### src/rtl/cpu_bus_arbiter.sv
// cpu_bus_arbiter: shares one external CPU bus between the CPU core (m0)
// and a DMA/peripheral engine (m1). One transaction at a time, round-robin
// on contention, request latched until the slave answers or the watchdog
// forces an error completion. Every output is driven straight from a flop.
//
//  state  | meaning
//  -------+------------------------------------------------------------
//  IDLE   | no owner; arbitrate requests and latch the winner's request
//  ACCESS | bus cycle open; wait for slave ready or watchdog expiry
//  DONE   | bus released; winner's done (and err) pulse for one cycle

module cpu_bus_arbiter #(
  parameter int unsigned ADDR_W         = 32,
  parameter int unsigned DATA_W         = 32,
  parameter int unsigned TIMEOUT_CYCLES = 255
) (
  input  logic              i_cpu_clk,
  input  logic              i_rst,

  input  logic              i_m0_req,
  input  logic              i_m0_we,
  input  logic [ADDR_W-1:0] i_m0_addr,
  input  logic [DATA_W-1:0] i_m0_wdata,
  output logic [DATA_W-1:0] o_m0_rdata,
  output logic              o_m0_done,
  output logic              o_m0_err,

  input  logic              i_m1_req,
  input  logic              i_m1_we,
  input  logic [ADDR_W-1:0] i_m1_addr,
  input  logic [DATA_W-1:0] i_m1_wdata,
  output logic [DATA_W-1:0] o_m1_rdata,
  output logic              o_m1_done,
  output logic              o_m1_err,

  output logic [1:0]        o_grant,
  output logic              o_bus_cyc,
  output logic              o_bus_we,
  output logic [ADDR_W-1:0] o_bus_addr,
  output logic [DATA_W-1:0] o_bus_data,
  input  logic [DATA_W-1:0] i_bus_data,
  input  logic              i_bus_data_ready
);

  // Watchdog counts completed ACCESS cycles; expiry is detected one count
  // early (wd == TIMEOUT-1) so the counter never needs to hold TIMEOUT+1.
  localparam int unsigned WD_W      = (TIMEOUT_CYCLES > 0) ? $clog2(TIMEOUT_CYCLES + 1) : 1;
  localparam int unsigned WD_LAST_I = (TIMEOUT_CYCLES > 0) ? (TIMEOUT_CYCLES - 1) : 0;
  localparam logic [WD_W-1:0] WD_LAST = WD_W'(WD_LAST_I);
  localparam logic            WD_ON   = (TIMEOUT_CYCLES != 0);

  typedef enum logic [1:0] {
    S_IDLE   = 2'd0,
    S_ACCESS = 2'd1,
    S_DONE   = 2'd2
  } state_t;

  state_t state;
  state_t state_nxt;

  logic [WD_W-1:0] wd;
  logic            owner_m1;   // winner of the current/last transaction
  logic            last_m1;    // round-robin history: 1 = m1 was last granted

  logic pick_m0;
  logic pick_m1;
  logic start;
  logic in_access;
  logic ready_hit;
  logic timeout_hit;
  logic to_hit;
  logic finish;

  logic [1:0]        grant_d;
  logic              cyc_d;
  logic              we_d;
  logic [ADDR_W-1:0] addr_d;
  logic [DATA_W-1:0] data_d;
  logic [DATA_W-1:0] rdata0_d;
  logic [DATA_W-1:0] rdata1_d;
  logic              done0_d;
  logic              done1_d;
  logic              err0_d;
  logic              err1_d;
  logic [WD_W-1:0]   wd_d;
  logic              owner_d;
  logic              last_d;

  // Arbitration: a lone requester wins; on contention the one not last granted wins.
  assign pick_m0 = (state == S_IDLE) && i_m0_req && (!i_m1_req || last_m1);
  assign pick_m1 = (state == S_IDLE) && i_m1_req && (!i_m0_req || !last_m1);
  assign start   = pick_m0 || pick_m1;

  // Completion: slave ready takes priority over a watchdog expiry in the same cycle.
  assign in_access   = (state == S_ACCESS);
  assign ready_hit   = in_access && i_bus_data_ready;
  assign timeout_hit = WD_ON && (wd == WD_LAST);
  assign to_hit      = in_access && !i_bus_data_ready && timeout_hit;
  assign finish      = ready_hit || to_hit;

  // State register.
  always_ff @(posedge i_cpu_clk) begin
    if (i_rst) begin
      state <= S_IDLE;
    end else begin
      state <= state_nxt;
    end
  end

  // Next-state logic.
  always_comb begin
    state_nxt = state;
    case (state)
      S_IDLE:   if (start)  state_nxt = S_ACCESS;
      S_ACCESS: if (finish) state_nxt = S_DONE;
      S_DONE:   state_nxt = S_IDLE;
      default:  state_nxt = S_IDLE;
    endcase
  end

  // Output logic: next values for the registered outputs and bookkeeping.
  always_comb begin
    grant_d  = o_grant;
    cyc_d    = o_bus_cyc;
    we_d     = o_bus_we;
    addr_d   = o_bus_addr;
    data_d   = o_bus_data;
    rdata0_d = o_m0_rdata;
    rdata1_d = o_m1_rdata;
    done0_d  = 1'b0;
    done1_d  = 1'b0;
    err0_d   = 1'b0;
    err1_d   = 1'b0;
    wd_d     = wd;
    owner_d  = owner_m1;
    last_d   = last_m1;

    if (start) begin
      grant_d = {pick_m1, pick_m0};
      cyc_d   = 1'b1;
      we_d    = pick_m1 ? i_m1_we    : i_m0_we;
      addr_d  = pick_m1 ? i_m1_addr  : i_m0_addr;
      data_d  = pick_m1 ? i_m1_wdata : i_m0_wdata;
      owner_d = pick_m1;
      wd_d    = '0;
    end

    if (in_access && !finish) begin
      wd_d = wd + WD_W'(1);
    end

    if (finish) begin
      grant_d = 2'b00;
      cyc_d   = 1'b0;
      done0_d = !owner_m1;
      done1_d = owner_m1;
      err0_d  = to_hit && !owner_m1;
      err1_d  = to_hit && owner_m1;
      // Reads return slave data, or all ones when the watchdog gave up.
      if (!o_bus_we) begin
        if (owner_m1) begin
          rdata1_d = ready_hit ? i_bus_data : {DATA_W{1'b1}};
        end else begin
          rdata0_d = ready_hit ? i_bus_data : {DATA_W{1'b1}};
        end
      end
    end

    if (state == S_DONE) begin
      last_d = owner_m1;
    end
  end

  // Output and bookkeeping registers; reset aborts any open transaction silently.
  always_ff @(posedge i_cpu_clk) begin
    if (i_rst) begin
      o_grant    <= 2'b00;
      o_bus_cyc  <= 1'b0;
      o_bus_we   <= 1'b0;
      o_bus_addr <= '0;
      o_bus_data <= '0;
      o_m0_rdata <= '0;
      o_m1_rdata <= '0;
      o_m0_done  <= 1'b0;
      o_m1_done  <= 1'b0;
      o_m0_err   <= 1'b0;
      o_m1_err   <= 1'b0;
      wd         <= '0;
      owner_m1   <= 1'b0;
      last_m1    <= 1'b1;
    end else begin
      o_grant    <= grant_d;
      o_bus_cyc  <= cyc_d;
      o_bus_we   <= we_d;
      o_bus_addr <= addr_d;
      o_bus_data <= data_d;
      o_m0_rdata <= rdata0_d;
      o_m1_rdata <= rdata1_d;
      o_m0_done  <= done0_d;
      o_m1_done  <= done1_d;
      o_m0_err   <= err0_d;
      o_m1_err   <= err1_d;
      wd         <= wd_d;
      owner_m1   <= owner_d;
      last_m1    <= last_d;
    end
  end

endmodule

### config.mk
export PLATFORM = sky130hd
export DESIGN_NAME = cpu_bus_arbiter
export DESIGN_NICKNAME = d
export VERILOG_FILES = /design/src/rtl/cpu_bus_arbiter.sv
export SDC_FILE = /design/constraint.sdc
export NUM_CORES = 1
export LEC_CHECK = 0
export ABC_CLOCK_PERIOD_IN_PS = 4700
export CORE_MARGIN = 2
export CORE_UTILIZATION = 44
export CTS_BUF_LIST = sky130_fd_sc_hd__clkbuf_2
export CTS_CLUSTER_DIAMETER = 40
export CTS_CLUSTER_SIZE = 40
export DETAILED_ROUTE_END_ITERATION = 12
export HOLD_SLACK_MARGIN = 0.08
export PLACE_DENSITY = 0.88
export SETUP_SLACK_MARGIN = 0.1
export SLEW_MARGIN = 20
export SYNTH_ARGS = -nofsm -noshare
export SYNTH_HDL_FRONTEND = slang
export SYNTH_SLANG_ARGS = --single-unit
### constraint.sdc
create_clock -name i_cpu_clk -period 4.7 [get_ports i_cpu_clk]
set_clock_uncertainty 0.2 [all_clocks]
set_input_delay 0.705 -clock i_cpu_clk [delete_from_list [all_inputs] [get_ports i_cpu_clk]]
set_output_delay 0.705 -clock i_cpu_clk [all_outputs]
set_load 0.02 [all_outputs]
==> results of run 1 <==
cell families after synthesis:
family / count (synthesis)
adder cells (fa/ha/maj): 2
XOR/XNOR: 2
multiplexers: 2
flip-flops: 148
AND/OR/NAND/NOR: 241
AO/OA/AOI/OAI: 151
buffers and inverters: 61
timing repair:
action,in CTS,in global routing
hold buffers,0,1
endpoints found under the hold margin,0,1
resized for setup,0,0
state kept, by name, indices dropped and copies added, names as in the netlist:
signal and flops:
o_m0_err 1, o_m0_rdata 32, o_bus_data 32, o_grant 2, owner_m1 1, wd 8
state 2, last_m1 1, o_m1_rdata 32, o_bus_we 1, o_bus_cyc 1, o_m0_done 1
o_bus_addr 32, o_m1_err 1, o_m1_done 1
per-stage QoR:
step / worst slack (ns) / power, mW / cell area (um^2) / utilization / hold slack (ns)
floorplan: 2.58 / 1.73 / 5770 / - / 0.259
global placement: 1.63 / 2.09 / 8830 / 0.694 / 0.234
detailed placement: 1.59 / 2.10 / 8830 / 0.694 / 0.241
CTS: 1.75 / 2.74 / 9030 / 0.710 / 0.0886
global route: 1.68 / 2.85 / 9040 / 0.711 / 0.256
finish: 1.83 / 2.73 / 9040 / 0.711 / 0.266
layout by cell type, fill, tap and decap left out, types with 2 or more instances in the layout:
master	netlist	routed
o2bb2ai_1	2	2
ha_1	2	2
clkdlybuf4s50_1	0	301
nand2b_1	3	3
and3_2	1	2
a21oi_1	6	6
o21ai_0	5	5
clkinv_1	0	3
clkinv_4	0	3
o221a_1	3	3
nand4_1	2	2
a311oi_1	65	65
inv_1	4	3
nor3b_1	3	3
clkinv_2	0	3
dfxtp_1	148	148
a211o_1	2	2
clkbuf_2	0	18
nor2_1	74	74
nor3_1	2	2
nand3_1	6	4
o221a_2	61	61
a211o_2	2	2
nand2_1	138	137
clkinvlp_4	0	3
nor4_1	2	2
buf_4	3	9
power groups by stage:
stage,combinational (mW),sequential [mW],clock [mW]
floorplan,0.206,1.52,0
global placement,0.669,1.42,0
detailed placement,0.678,1.42,0
CTS,0.681,1.40,0.662
global route,0.720,1.41,0.721
finish,0.680,1.40,0.649
per-layer routing:
layer,share of wire,up-vias
li1,-,2796
met1,0.39,2754
met2,0.49,276
met3,0.085,43
met4,0.038,0
met5,0,-
worst paths after layout:
path | slack [ns] | cells after the start | startpoint | endpoint
setup / recovery | 1.83 | 1 | o_bus_we | o_bus_we
hold / removal | 0.27 | 2 | o_bus_cyc | o_bus_cyc
setup reg to reg | 2.15 | 5 | state[0] | o_bus_addr[31]
hold reg to reg | 0.27 | 2 | o_bus_cyc | o_bus_cyc
cell type report:
type / instances / area [um^2]
Clock buffer: 18 / 90.1
Clock inverter: 14 / 114
Fill cell: 953 / 3680
Timing Repair Buffer: 312 / 3100
Multi-Input combinational cell: 398 / 2550
Tap cell: 172 / 215
Inverter: 4 / 15.0
Sequential cell: 148 / 2960
==> reports/metrics.yaml, run 1 <==
yosys:
  synth_xor_area_frac: 0.00304
  synth_seq_cells: 148
  synth_compound_area_frac: 0.251
  synth_area_mm2: 0.00577
  synth.avg_cell_area_um2: 9.50
  synth_cells: 607
  synth_top_area_frac: 0.514
  synth-async-reset-ratio: 0
  synthMuxAreaShare: 0.00369
  synthFlopType: "dfxtp_1"
  syn-num-nets: 776
  yosysMostFrequentCell: "dfxtp_1"
  seq_area_frac_synth: 0.514
  synth_top_family_by_area: "compound AO/OA/AOI/OAI gates"
  yosys_warnings: 0
  synth_edf_count: 0
  synth_common_cells: "dfxtp_1 (148), nand2_1 (138), nor2_1 (74), a311oi_1 (65), o221a_2 (61)"
  yosys.area.top_type: "dfxtp_1"
  synth_fa_ha_area_frac: 0.00434
  synth.distinct_cells: 43
  synthSimpleGateAreaFrac: 0.177
  synth_area_leaders: "dfxtp_1 (51%), o221a_2 (12%), a311oi_1 (9.9%), nand2_1 (9.0%), nor2_1 (4.8%)"
grt:
  met3_usage: 0.0936
  overflow: 0
  grt_pass1_vias: 5513
  grt.met2_usage: 0.440
  grt_usage: 0.264
  grt_max_degree: 71
  grt_pass1_wl_mm: 29.4
  use_met1: 0.297
  busiest_layer: "met2"
  grt_antenna_before_repair: 0
timing:
  fin_tns_setup_ns: 0
  rsz0062_at_grt: "false"
  tightest_slew_ns: 0.869
  period_needed_ns: 2.87
  maxSlewViolCount: 0
  hold_viol: 0
  max-slew-margin-rel: 0.420
  finalCritPeriodShare: 0.610
  setup_viol: 0
  max_freq_ghz: 0.349
power_and_ir_drop:
  p_clk_frac: 0.238
  share_comb_of_total_power: 0.249
  ir_drop_mv: 0.159
  power_density_mw_per_mm2: 302
  p_leak_nw: 3.31
  internal-power_mw: 1.88
  p_sw_mw: 0.846
  swShare: 0.310
  pwr-share-seq: 0.513
route:
  vias: 5869
  drtIter0Drc: 549
  drt_pass1_iterations: 5
  wire_per_inst_um: 17.9
  vias_per_cell: 5.51
  ant_nets: 0
  drc: 0
  wl_mm: 19.1
floorplanning:
  die_x_um: 118
  dieArea_mm2: 0.0140
  io_pins: 303
  start_util: 0.453
  core_mm2: 0.0127
  die_y_um: 118
  rows: 41
worst_setup_path:
  arrival_ns: 1.96
  critPathCaptureType: "output pin"
  critPathLaunchType: "flip-flop"
  crit_buf_inv: 1
  critPathSlowestCell: "clkdlybuf4s50_1"
  crit_required_ns: 3.80
  crit_chain: "clkdlybuf4s50_1"
  crit_type: "flip-flop to output pin"
  cpPeakStageDelay_ns: 0.70
  cp_top_family: "buffers and inverters"
  worstPathMaxFanout: 5
layout:
  nNetsFinal: 1050
  area_delta_synth_final_pct: 56.8
  drive_above_1_share: 0.128
  fin_cells: 1066
  n_antenna_cell: 0
clocking:
  worstSkewPairLatency_ns: 0.71
  cts_root_buf: "clkbuf_2"
  cts_buffers: 17
  cts_tree: "built"
  clk_path_buf_depth: 2
  clock_sinks: 148
  htree_levels: 4
  post-cts-setup-buffers: 0
  clk_pin_slew_worst_paths_ns: 0.19
run:
  drv_cap: 0
min_path:
  min_path_type: "flip-flop to flip-flop"
place:
  dp_cells: 1033
  io_buffers: 302
  dp_hpwl_mm: 13.8
  gp_congestion: 0.881
status:
  status: "complete, no violations"
(Power assumes the default switching activity.)
==> inputs of run 2 (changes only) <==
--- a/config.mk
+++ b/config.mk
@@ -5,15 +5,15 @@
 export SDC_FILE = /design/constraint.sdc
 export NUM_CORES = 1
 export LEC_CHECK = 0
-export ABC_CLOCK_PERIOD_IN_PS = 4700
+export ABC_CLOCK_PERIOD_IN_PS = 2500
 export CORE_MARGIN = 2
-export CORE_UTILIZATION = 44
+export CORE_UTILIZATION = 37
 export CTS_BUF_LIST = sky130_fd_sc_hd__clkbuf_2
 export CTS_CLUSTER_DIAMETER = 40
 export CTS_CLUSTER_SIZE = 40
 export DETAILED_ROUTE_END_ITERATION = 12
 export HOLD_SLACK_MARGIN = 0.08
-export PLACE_DENSITY = 0.88
+export PLACE_DENSITY = 0.79
 export SETUP_SLACK_MARGIN = 0.1
 export SLEW_MARGIN = 20
 export SYNTH_ARGS = -nofsm -noshare
==> constraint.sdc (replaced) <==
create_clock -name i_cpu_clk -period 2.5 [get_ports i_cpu_clk]
set_clock_uncertainty 0.2 [all_clocks]
set_input_delay 0.375 -clock i_cpu_clk [delete_from_list [all_inputs] [get_ports i_cpu_clk]]
set_output_delay 0.375 -clock i_cpu_clk [all_outputs]
set_load 0.02 [all_outputs]
==> run 2 against run 1 <==
Against the previous run: total power grew 110%; count of clock-buffer cells in the layout shrank 1; die area grew 18%; sequential power grew 89%; combinational power grew 130%; final area grew 23%; cell count grew 17%; core utilization grew 1.8 points; register-to-register slack lost 2.0 ns.
==> reports/metrics.yaml, run 2 (same netlist as run 1, synthesis figures left out) <==
floorplanning:
  die_y_um: 129
  die_x_um: 129
  core_mm2: 0.0152
  dieArea_mm2: 0.0166
  start_util: 0.379
  rows: 45
  io_pins: 303
grt:
  overflow: 0
  grt_antenna_before_repair: 0
  grt_pass1_wl_mm: 36.8
  grt_pass1_vias: 6996
  grt_max_degree: 69
  grt_usage: 0.283
clocking:
  worstSkewPairLatency_ns: 0.73
  clock_sinks: 148
  cts_tree: "built"
  htree_levels: 4
  cts_buffers: 17
  clk_path_buf_depth: 2
  cts_root_buf: "clkbuf_2"
  clk_pin_slew_worst_paths_ns: 0.22
  post-cts-setup-buffers: 0
layout:
  drive_above_1_share: 0.117
  n_fill_cell: 910
  multi_input_area_mm2: 0.00255
  regArea_mm2: 0.00296
  area_delta_synth_final_pct: 92.2
  nNetsFinal: 1216
  finalInstanceArea_mm2: 0.0111
  layout_common_cells: "clkdlybuf4s50_1 (185), dlygate4sd3_1 (160), dfxtp_1 (147)"
  final_common_cell: "clkdlybuf4s50_1"
min_path:
  min_path_type: "input port to flip-flop"
timing:
  hold_viol: 0
  max-slew-margin-rel: 0.497
  period_needed_ns: 2.31
  whs_ns: 0.163
  tightest_slew_ns: 0.755
  fin_tns_setup_ns: 0
  max_freq_ghz: 0.432
  finalCritPeriodShare: 0.925
  rsz0062_at_grt: "false"
  maxSlewViolCount: 0
  setup_viol: 0
status:
  status: "complete, no violations"
place:
  dp_hpwl_mm: 13.5
  placed_area_mm2: 0.00899
  gp_congestion: 0.849
  io_buffers: 302
worst_setup_path:
  arrival_ns: 2.78
  critPathLaunchType: "flip-flop"
  worstPathMaxFanout: 9
  critPathCaptureType: "flip-flop"
  crit_type: "flip-flop to flip-flop"
  crit_required_ns: 2.97
route:
  drtIter0Drc: 503
  wl_mm: 25.2
  drc: 0
  ant_nets: 0
  vias_per_cell: 5.67
  wire_per_inst_um: 20.1
  vias: 7085
  drt_pass1_iterations: 6
power_and_ir_drop:
  ir_drop_mv: 0.294
  power_density_mw_per_mm2: 516
  p_leak_nw: 5.78
run:
  drv_cap: 0
==> run 2: cell count changes in the layout (fill, tap and decap cells not counted), sizes merged, moves of 2 or more <==
cell | before | now
dlygate4sd3 | 1 | 160
clkdlybuf4s50 | 301 | 185
dlymetal6s2s | 0 | 98
dlygate4sd2 | 0 | 18
buf | 10 | 17
bufinv | 1 | 3
clkinv | 9 | 7
inv | 5 | 7
==> run 2: report_power, final <==
group,switching (mW),leakage (nW),internal (mW)
Sequential,0.111,1.21,2.53
Combinational,0.744,4.41,0.815
Clock,0.954,0.153,0.567
Total,1.81,5.78,3.91
==> run 2: cell type report <==
class	count	share of cell area
Timing Repair Buffer	478	0.456
Inverter	4	0.00135
Clock buffer	17	0.00767
Sequential cell	148	0.267
Tap cell	188	0.0212
Clock inverter	15	0.0163
Multi-Input combinational cell	398	0.230
Antenna cell	1	0.000226
==> run 2: routing by layer <==
metal,vias to the layer above,wire length [um],part of all wire,GRT usage
met5,-,0,0,0
met4,0,1560,0.062,0.175
met3,115,2360,0.094,0.0869
met2,515,11800,0.47,0.458
met1,3331,9440,0.38,0.328
li1,3124,-,-,-
==> run 2: final timing paths <==
path	from	to	slack, ns	cells past startpoint
setup / recovery	state[0]	o_bus_addr[24]	0.19	5
hold reg to reg	o_bus_cyc	o_bus_cyc	0.27	2
setup reg to reg	state[0]	o_bus_addr[24]	0.19	5
hold / removal	i_bus_data[27]	o_m1_rdata[27]	0.16	2
==> run 2: worst max-delay path, cell delays in order (launching register included) <==
cell,delay [ns]
dfxtp_1,0.45
nor2_2,0.29
and3_4,0.33
nand2_1,0.10
a311oi_1,0.31
dlygate4sd3_1,0.59
==> run 2: stage by stage <==
stage	setup slack, ns	power, mW	util	cells
after floorplan	0.424	3.25	-	607
after global placement	0.181	3.97	0.591	1056
after detailed placement	0.120	3.98	0.591	1056
after CTS	0.102	5.65	0.709	1243
after global routing	0.0993	5.93	0.729	1248
final	0.188	5.72	0.729	1249
==> run 2: timing repair <==
item,4_1_cts,5_1_grt
pin swaps,0,0
setup endpoints to repair,18,103
hold endpoints to repair,137,9
hold buffers,155,5
gates resized for setup,19,100
gates cloned,0,0
